===== config.mk =====
export PLATFORM = sky130hd
export DESIGN_NAME = uart_transmitter
export DESIGN_NICKNAME = d
export VERILOG_FILES = /design/src/rtl/uart_transmitter.sv
export SDC_FILE = /design/constraint.sdc
export NUM_CORES = 1
export LEC_CHECK = 0
export CORE_MARGIN = 2
export CORE_UTILIZATION = 50
export CTS_BUF_LIST = sky130_fd_sc_hd__clkbuf_4 sky130_fd_sc_hd__clkbuf_8 sky130_fd_sc_hd__clkbuf_16
export CTS_CLUSTER_SIZE = 24
export DETAILED_ROUTE_END_ITERATION = 10
export PLACE_DENSITY = 0.74
export SYNTH_ARGS = -nofsm -noshare
export SYNTH_HDL_FRONTEND = slang
export SYNTH_SLANG_ARGS = --single-unit

===== constraint.sdc =====
create_clock -name clk -period 1.7 [get_ports clk]
set_input_delay 0.255 -clock clk [delete_from_list [all_inputs] [get_ports clk]]
set_output_delay 0.255 -clock clk [all_outputs]
set_load 0.02 [all_outputs]

===== src/rtl/uart_transmitter.sv =====
// UART transmitter: start bit, 8 data bits LSB-first, optional even parity, one stop bit.
// All outputs are registered; a request is accepted whenever busy is low, including the done cycle.
module uart_transmitter #(
  parameter int CLKS_PER_BIT = 5208,
  parameter int PARITY_EN    = 0
) (
  input  logic       clk,
  input  logic       rst,
  input  logic       start,
  input  logic [7:0] data_in,
  output logic       tx,
  output logic       busy,
  output logic       done
);

  typedef enum logic [2:0] {
    IDLE,
    START,
    DATA,
    PARITY,
    STOP
  } state_t;

  localparam logic [12:0] BAUD_LAST = 13'(CLKS_PER_BIT - 1);

  state_t      state;
  logic [12:0] baud;
  logic [2:0]  bit_idx;
  logic [7:0]  shift;
  logic        parity_bit;
  logic        baud_wrap;

  assign baud_wrap = (baud == BAUD_LAST);

  // tx is loaded with the value of the bit being entered, so the line changes
  // exactly at each baud wrap rather than one cycle later.
  always_ff @(posedge clk) begin
    if (rst) begin
      state      <= IDLE;
      tx         <= 1'b1;
      busy       <= 1'b0;
      done       <= 1'b0;
      baud       <= '0;
      bit_idx    <= '0;
      shift      <= '0;
      parity_bit <= 1'b0;
    end else begin
      done <= 1'b0;
      case (state)
        IDLE: begin
          tx      <= 1'b1;
          busy    <= 1'b0;
          baud    <= '0;
          bit_idx <= '0;
          if (start) begin
            shift      <= data_in;
            parity_bit <= ^data_in;
            state      <= START;
            tx         <= 1'b0;
            busy       <= 1'b1;
          end
        end

        START: begin
          if (baud_wrap) begin
            baud    <= '0;
            bit_idx <= '0;
            tx      <= shift[0];
            state   <= DATA;
          end else begin
            baud <= baud + 13'd1;
          end
        end

        DATA: begin
          if (baud_wrap) begin
            baud  <= '0;
            shift <= shift >> 1;
            if (bit_idx == 3'd7) begin
              if (PARITY_EN != 0) begin
                tx    <= parity_bit;
                state <= PARITY;
              end else begin
                tx    <= 1'b1;
                state <= STOP;
              end
            end else begin
              bit_idx <= bit_idx + 3'd1;
              tx      <= shift[1];
            end
          end else begin
            baud <= baud + 13'd1;
          end
        end

        PARITY: begin
          if (baud_wrap) begin
            baud  <= '0;
            tx    <= 1'b1;
            state <= STOP;
          end else begin
            baud <= baud + 13'd1;
          end
        end

        STOP: begin
          if (baud_wrap) begin
            baud  <= '0;
            tx    <= 1'b1;
            busy  <= 1'b0;
            done  <= 1'b1;
            state <= IDLE;
          end else begin
            baud <= baud + 13'd1;
          end
        end

        default: begin
          state <= IDLE;
          tx    <= 1'b1;
          busy  <= 1'b0;
          baud  <= '0;
        end
      endcase
    end
  end

endmodule


-- Yosys cells after proc, flatten, opt, wreduce, memory -nomap -nowiden
Index checks and enable logic that the tools add are counted.
W data, S select, Z words.
- logic and storage cells: 62
- input port bits: 11
- bits in registers: 30
- output and inout port bits: 3
- bitwise operators: 3
- $add $sub $neg: 2
- reduce and logical (&&, ||, !) cells: 13
- multiplexer cells: 23
- eq/ne operators: 14
- operator list (operator ; number):
    $mux W3 ; 8
    $mux W8 ; 2
    $pmux W8 S2 ; 1
    $pmux W3 S5 ; 1
    $ne A2 B2 Y1 const B ; 7
    $add A13 B1 Y13 const B ; 1
    $eq A13 B13 Y1 const B ; 1
    $pmux W3 S3 ; 1
    $mux W1 ; 8
    $eq A3 B2 Y1 const B ; 2
    $eq A3 B3 Y1 const B ; 2
    $reduce_and A3 Y1 ; 2
    $reduce_and A6 Y1 ; 1
    $reduce_or A3 Y1 ; 2
    $pmux W1 S4 ; 1
    $reduce_and A4 Y1 ; 1
    $reduce_or A2 Y1 ; 2
    $reduce_or A4 Y1 ; 1
    $add A3 B1 Y3 const B ; 1
    $eq A3 B1 Y1 const B ; 1
    $logic_not A3 Y1 ; 1
    $not A1 Y1 ; 3
    $pmux W1 S3 ; 1
    $reduce_bool A3 Y1 ; 1
    3 further kinds ; 3

-- Depth between registers and ports, before layout
Gate-level depths: netlist of run 1.
- depth in word-level cells: 4
- depth in mapped cells: 6
- gate-level depth less buffers: 6

-- Worst setup path before layout of run 1
Ideal clock, no wire load.
- path type: reg-to-reg
- start: register baud[0]
- end: register bit_idx[0]
- data required time: 1.577 ns
- cell stages (with the launch flop): 6
- buffers on the path: 0
- path slack: -0.030 ns
- clock period less this slack: 1.730 ns
- setup time: 0.123 ns
- arrival time: 1.607 ns
- cell sequence: dfxtp_1 ha_1 and4_1 nand3_4 a211oi_4 mux2_1
- cells in the longest elaborated chain, start to end: 3
- elaborated cells between the ends (all ways): 4
- classes of those cells: 3 x eq/ne; 1 x reduce/logical
- RTL lines (what ; line ; text):
    start: declaration ; 27 ; logic [12:0] baud;
    start signal: assignment ; 71 ; baud <= baud + 13'd1;
    start signal: assignment ; 92 ; baud <= baud + 13'd1;
    start signal: assignment ; 102 ; baud <= baud + 13'd1;
    $eq A13 B13 Y1 * ; 33 ; assign baud_wrap = (baud == BAUD_LAST);
    $ne A2 B2 Y1 (no source line) ; -- ;
    $reduce_and A4 Y1 (no source line) * ; -- ;
    end signal: assignment ; 88 ; bit_idx <= bit_idx + 3'd1;
    end: declaration ; 28 ; logic [2:0] bit_idx;
Mark *: on every way between the ends. The rest lies on a longest branch, timed or not.
A chain may end at the register's enable or synchronous reset.

-- Worst setup path after layout of run 1
- start: register baud[11]
- end: register bit_idx[0]
Same word-level chain as after synthesis.

==> impl_metrics.py, run 1 <==
metrics = {
    "synthesis": {
        "synth_cells": 161,
        "synth.most_common_cell": "dfxtp_1",
        "yosys_register_bits": 30,
        "yosysWarnings": 0,
        "syn_nets": 175,
        "syn_area_um2": 1505,
        "synth_top_area_cell": "dfxtp_1",
        "synthTopCellsByArea": "dfxtp_1, xnor2_1, nor2_1",
        "async_reset_ff_share_pct": 0,
        "synth_top_family_by_area": "simple AND/OR/NAND/NOR gates",
        "synthMuxAreaShare_pct": 2.743,
        "synth_compound_area_share_pct": 13.22,
        "syn_area_per_cell_um2": 9.349,
        "synthAdderAreaFrac_pct": 2.494,
        "yosys.area_share.xor_xnor_pct": 6.983,
        "synth_top_area_share_pct": 39.90,
        "ys_top_cells_by_count": "dfxtp_1, nor2_1, inv_1, xnor2_1",
        "ys_dominant_reg_cell": "dfxtp_1",
        "ys_types": 40,
        "ys_seq_area_share_pct": 39.90,
        "yosys.area_share.simple_pct": 29.09,
        "synth-edff-count": 0,
    },
    "cells_and_area": {
        "multi_input_area_um2": 849.6,
        "register_area_um2": 600.6,
        "fill_cells": 231,
        "layout-drive-gt1-share_pct": 18.82,
        "antenna_cells": 0,
        "nets": 201,
        "syn2layout_area_growth_pct": 22.28,
    },
    "cts": {
        "clkTransAtPathRegs_ns": 0.09,
        "cts_buffers": 5,
        "cts_buffer_depth": 2,
        "cts_tree": "built",
        "ctsHoldBuffers": 0,
        "cts_sinks": 30,
        "cts_htree_levels": 2,
        "clock_latency_ns": 0.33,
        "root_buffer": "clkbuf_4",
    },
    "min_path": {
        "hold_path.class": "flip-flop to flip-flop",
    },
    "floorplanning": {
        "initial_core_util_pct": 53.66,
        "core_um2": 2805,
        "rows": 19,
        "io_pins": 14,
        "die_x_um": 58.87,
        "die_h_um": 58.87,
        "design.die.area_um2": 3465,
    },
    "timing": {
        "clock.fmax_mhz": 610.4,
        "hold_viol": 0,
        "fin_crit_sh_pct": 96.36,
        "clock_skew_ns": 0.009113,
        "min_period_ns": 1.638,
        "max_slew_margin_pct": 75.44,
        "whs_ns": 0.4790,
        "setup_ws_ns": 0.06185,
        "worst_pin_slew_ns": 0.3650,
        "setup_viol": 0,
        "tns_ns": 0,
        "drv_slew": 0,
    },
    "critical_path": {
        "endpoint_kind": "flip-flop",
        "worstPathArrival_ns": 1.86,
        "critPathRequiredTime_ns": 1.93,
        "cp-start-kind": "flip-flop",
        "critical_path_class": "flip-flop to flip-flop",
        "critPathMaxFanout": 7,
    },
    "pwr": {
        "cellLeakagePower_uw": 0.0006388,
        "vdd_drop_max_mv": 0.3923,
        "power.density_nw_per_um2": 718.2,
    },
    "run_status": {
        "violations": "DRC",
        "outcome": "finished with violations",
    },
    "route": {
        "via_per_inst": 5.774,
        "wire_per_inst_um": 14.62,
        "dr.first_iter.drc_count": 36,
        "drtPass1Iterations": 7,
        "drc": 1,
        "num_vias": 1253,
        "postRouteAntennaNets": 0,
        "drt_wl_total_mm": 3.172,
    },
    "placed_design": {
        "pre_cts_ws_ns": 0.04152,
        "place_hpwl_mm": 2.129,
        "place.gp.congestion": 0.8091,
        "numPortBuffers": 13,
    },
    "grt": {
        "grt_overflow": 0,
        "grt_max_degree": 18,
        "grt_pass1_wl_mm": 5.085,
        "grt_pass1_vias": 1136,
        "antenna_found_initial": 0,
        "track_usage_pct": 20.08,
    },
    "run": {
        "drv_cap": 0,
    },
}
## final timing paths
check	from	endpoint	slack, ns	cells past startpoint
worst max-delay path	baud[11]	bit_idx[0]	0.06	4
worst min-delay path	shift[4]	shift[4]	0.48	2
worst max register to register	baud[11]	bit_idx[0]	0.06	4
worst min register to register	shift[4]	shift[4]	0.48	2
## critical path, stage by stage, from the launching register on
cell and delay (ns):
dfxtp_1 0.37, nor4b_4 0.38, nand3_4 0.17, a211oi_4 0.28, mux2_4 0.33
## per-layer routing
metal | share of wire, % | GRT usage, % | vias up
met1 | 48 | 25.07 | 596
met4 | 1.3 | 6.818 | 0
met3 | 5.2 | 7.253 | 5
li1 | - | - | 620
met5 | 0 | 0 | -
met2 | 46 | 32.06 | 32
## registers in the layout, summed over array words and instances, names as in the netlist
register	count
state	3
baud	13
done	1
busy	1
tx	1
shift	8
bit_idx	3
## metrics by stage
stage | instance area, um2 | utilization, % | std cells | power [uW]
after detailed placement | 1742 | 62.09 | 209 | 909.5
after global routing | 1841 | 65.61 | 217 | 1383
after CTS | 1793 | 63.92 | 215 | 1320
final | 1841 | 65.61 | 217 | 1322
after global placement | 1742 | 62.09 | 209 | 903.4
after floorplan | 1505 | - | 161 | 844.8
## cell type report
cell class / instances / area share [%]
Multi-Input combinational cell: 111 / 46.16
Sequential cell: 30 / 32.63
Timing Repair Buffer: 28 / 14.07
Clock buffer: 6 / 2.787
Inverter: 11 / 2.243
Tap cell: 31 / 2.107
## layout by cell type, fill, tap and decap left out, types with 3 or more instances in the layout
cell,synthesis,layout
a311oi_1,7,7
nand2_1,5,5
nand3_1,5,5
nand2b_1,3,3
a221oi_1,7,5
inv_1,11,11
clkdlybuf4s50_1,0,13
nor3_1,5,5
clkbuf_4,0,5
and2_0,5,5
buf_4,1,13
nand3b_1,5,5
a21oi_1,3,3
dfxtp_1,30,30
xnor2_1,11,11
ha_1,3,3
nor2_1,20,19
mux2i_1,3,3
nand4_1,3,3
## logic make-up after synthesis
group / after synthesis
AO/OA/AOI/OAI: 24
multiplexers: 4
adder cells (fa/ha/maj): 3
flip-flops: 30
buffers and inverters: 20
XOR/XNOR: 12
AND/OR/NAND/NOR: 68
## where the power goes
part / internal (uW) / switching (uW) / leakage, uW / total, uW
clock: 186 / 234 / 0.0000302 / 420
sequential: 727 / 20.1 / 0.000244 / 747
combinational: 84.2 / 70.7 / 0.000364 / 155
## what timing repair did
item / 4_1_cts / 5_1_grt
gates resized for setup: 0 / 9
buffers inserted: 0 / 2
setup endpoints to repair: 0 / 9
Note: power is estimated with default switching activity, not from simulation.
==> run 2: changes to the inputs <==
- clock period: 1.7 -> 1.4 ns (I/O delays scaled with it)
==> impl_metrics.py, run 2 (synthesized netlist as in run 1, its figures left out) <==
metrics = {
    "placed_design": {
        "place.gp.congestion": 0.8146,
        "place_hpwl_mm": 2.413,
        "place_area_um2": 1954,
        "numPortBuffers": 13,
        "post-place-cells": 232,
    },
    "cts": {
        "cts_buffer_depth": 2,
        "cts_sinks": 30,
        "cts_htree_levels": 2,
        "root_buffer": "clkbuf_4",
        "cts_buffers": 5,
        "clkTransAtPathRegs_ns": 0.09,
        "clock_latency_ns": 0.34,
        "cts_tree": "built",
    },
    "timing": {
        "fin_crit_sh_pct": 116.0,
        "worst_pin_slew_ns": 0.3711,
        "clock.fmax_mhz": 615.8,
        "drv_slew": 0,
        "min_period_ns": 1.624,
        "clock_skew_ns": 0.008071,
        "setup_viol": 28,
        "hold_viol": 0,
        "setup_ws_ns": -0.2239,
        "max_slew_margin_pct": 75.11,
        "grt_setup_unrepaired": "yes",
    },
    "cells_and_area": {
        "nets": 225,
        "syn2layout_area_growth_pct": 43.14,
        "layout-drive-gt1-share_pct": 39.81,
        "final_area_um2": 2155,
        "final_common_cell": "buf_4",
        "largest_reg_flops": 13,
        "antenna_cells": 0,
        "largest_register": "baud",
        "mostFrequentLayoutCells": "buf_4, dfxtp_1, nor2_1",
        "reg.largest.list": "baud x13, shift x8",
        "instances_no_fill": 242,
    },
    "grt": {
        "track_usage_pct": 23.11,
        "grt_pass1_wl_mm": 6.072,
        "grt_pass1_vias": 1348,
        "grt_max_degree": 18,
        "antenna_found_initial": 0,
        "grt_overflow": 0,
    },
    "pwr": {
        "swShare_pct": 25.25,
        "power.density_nw_per_um2": 766.3,
        "pwr-share-comb_pct": 13.9,
        "switchingPower_uw": 416.9,
        "power_frac_clock_pct": 31.1,
        "seq_power_share_pct": 55.0,
        "cellLeakagePower_uw": 0.0008059,
        "vdd_drop_max_mv": 0.5684,
        "p_int_uw": 1234,
    },
    "floorplanning": {
        "die_x_um": 58.87,
        "core_um2": 2805,
        "die_h_um": 58.87,
        "design.die.area_um2": 3465,
        "initial_core_util_pct": 53.66,
        "io_pins": 14,
        "rows": 19,
    },
    "critical_path": {
        "cp-start-kind": "flip-flop",
        "cpMaxStageDelayCell": "or4b_4",
        "cpMostUsedCell": "ha_2",
        "crit_chain": "ha_2 > ha_2 > nor2_2 > buf_4 > or4b_4 > a21oi_2",
        "cpPeakStageDelay_ns": 0.53,
        "critPathMaxFanout": 2,
        "endpoint_kind": "flip-flop",
        "critPathRequiredTime_ns": 1.67,
        "critical_path_class": "flip-flop to flip-flop",
        "worstPathArrival_ns": 1.89,
    },
    "route": {
        "drt_wl_total_mm": 3.676,
        "via_per_inst": 5.636,
        "drtPass1Iterations": 7,
        "num_vias": 1364,
        "drc": 1,
        "dr.first_iter.drc_count": 83,
        "postRouteAntennaNets": 0,
        "wire_per_inst_um": 15.19,
    },
    "run_status": {
        "violations": "DRC, setup timing",
        "outcome": "finished with violations",
    },
    "min_path": {
        "hold_path.class": "input pin to flip-flop",
    },
    "run": {
        "drv_cap": 0,
    },
}
run 2: changes by cell type in the layout (fill, tap and decap cells not counted), moves of 3 or more:
cell             previous run  this run
buf_4                      13        35
dfxtp_1                    30        23
dfxtp_2                     0         7
a221oi_1                    5         0
a221oi_2                    2         7
a311oi_1                    7         4
a311oi_2                    0         3
clkdlybuf4s50_1            13        10
dlygate4sd2_1               0         3
ha_1                        3         0
run 2: through the flow:
stage	utilization (%)	total power, uW	TNS (ns)	hold WS, ns	worst slack, ns
6_report	76.81	1651	-3.098	0.4228	-0.2239
5_1_grt	76.81	1722	-5.603	0.4296	-0.2711
4_1_cts	73.82	1635	-3.075	0.4210	-0.1912
3_5_place_dp	69.67	1125	-1.580	0.4609	-0.1908
3_3_place_gp	69.67	1118	-1.030	0.4538	-0.1115
2_1_floorplan	-	1036	-1.299	0.3551	-0.1850
run 2: cell type report:
type / count / area (um2)
inverter: 11 / 41.29
tap: 31 / 38.79
sequential: 30 / 609.3
multi-input combinational: 111 / 948.4
timing repair buffer: 52 / 464.2
clock buffer: 7 / 52.55
fill: 193 / 650.6
run 2: layer usage:
| layer | share of wire (%) | global-route usage (%) | vias up | routed length, um |
|---|---|---|---|---|
| met1 | 45 | 29.22 | 666 | 1643 |
| met3 | 3.3 | 6.593 | 6 | 120 |
| li1 | - | - | 672 | - |
| met5 | 0 | 0 | - | 0 |
| met4 | 1.5 | 8.117 | 0 | 55 |
| met2 | 51 | 37.62 | 20 | 1857 |
run 2: power groups by stage:
| stage | Combinational [uW] | Clock (uW) | Sequential [uW] |
|---|---|---|---|
| detailed placement | 201 | 0 | 924 |
| global route | 249 | 561 | 911 |
| CTS | 203 | 528 | 904 |
| floorplan | 112 | 0 | 924 |
| finish | 229 | 514 | 908 |
| global placement | 197 | 0 | 921 |
run 2: worst paths after layout:
kind                                 start  depth (start not counted)       end  slack, ns
worst min register to register    shift[4]                          2  shift[4]       0.49
worst max register to register  bit_idx[1]                          6  state[2]      -0.22
worst min-delay path            data_in[7]                          3  shift[7]       0.42
worst max-delay path            bit_idx[1]                          6  state[2]      -0.22
run 2: timing repair:
item	4_1_cts	5_1_grt
gates resized for setup	9	17
hold buffers	0	0
pin swaps	6	7
setup endpoints to repair	16	29
gates cloned	1	0
setup buffers	2	0
run 2: critical path: cells and delay by family (launching register included):
kind / cells / cell delay [ns]
AO/OA/AOI/OAI: 1 / 0.16
adder cells (fa/ha/maj): 2 / 0.33
AND/OR/NAND/NOR: 2 / 0.57
buffers and inverters: 1 / 0.13
flip-flops: 1 / 0.35
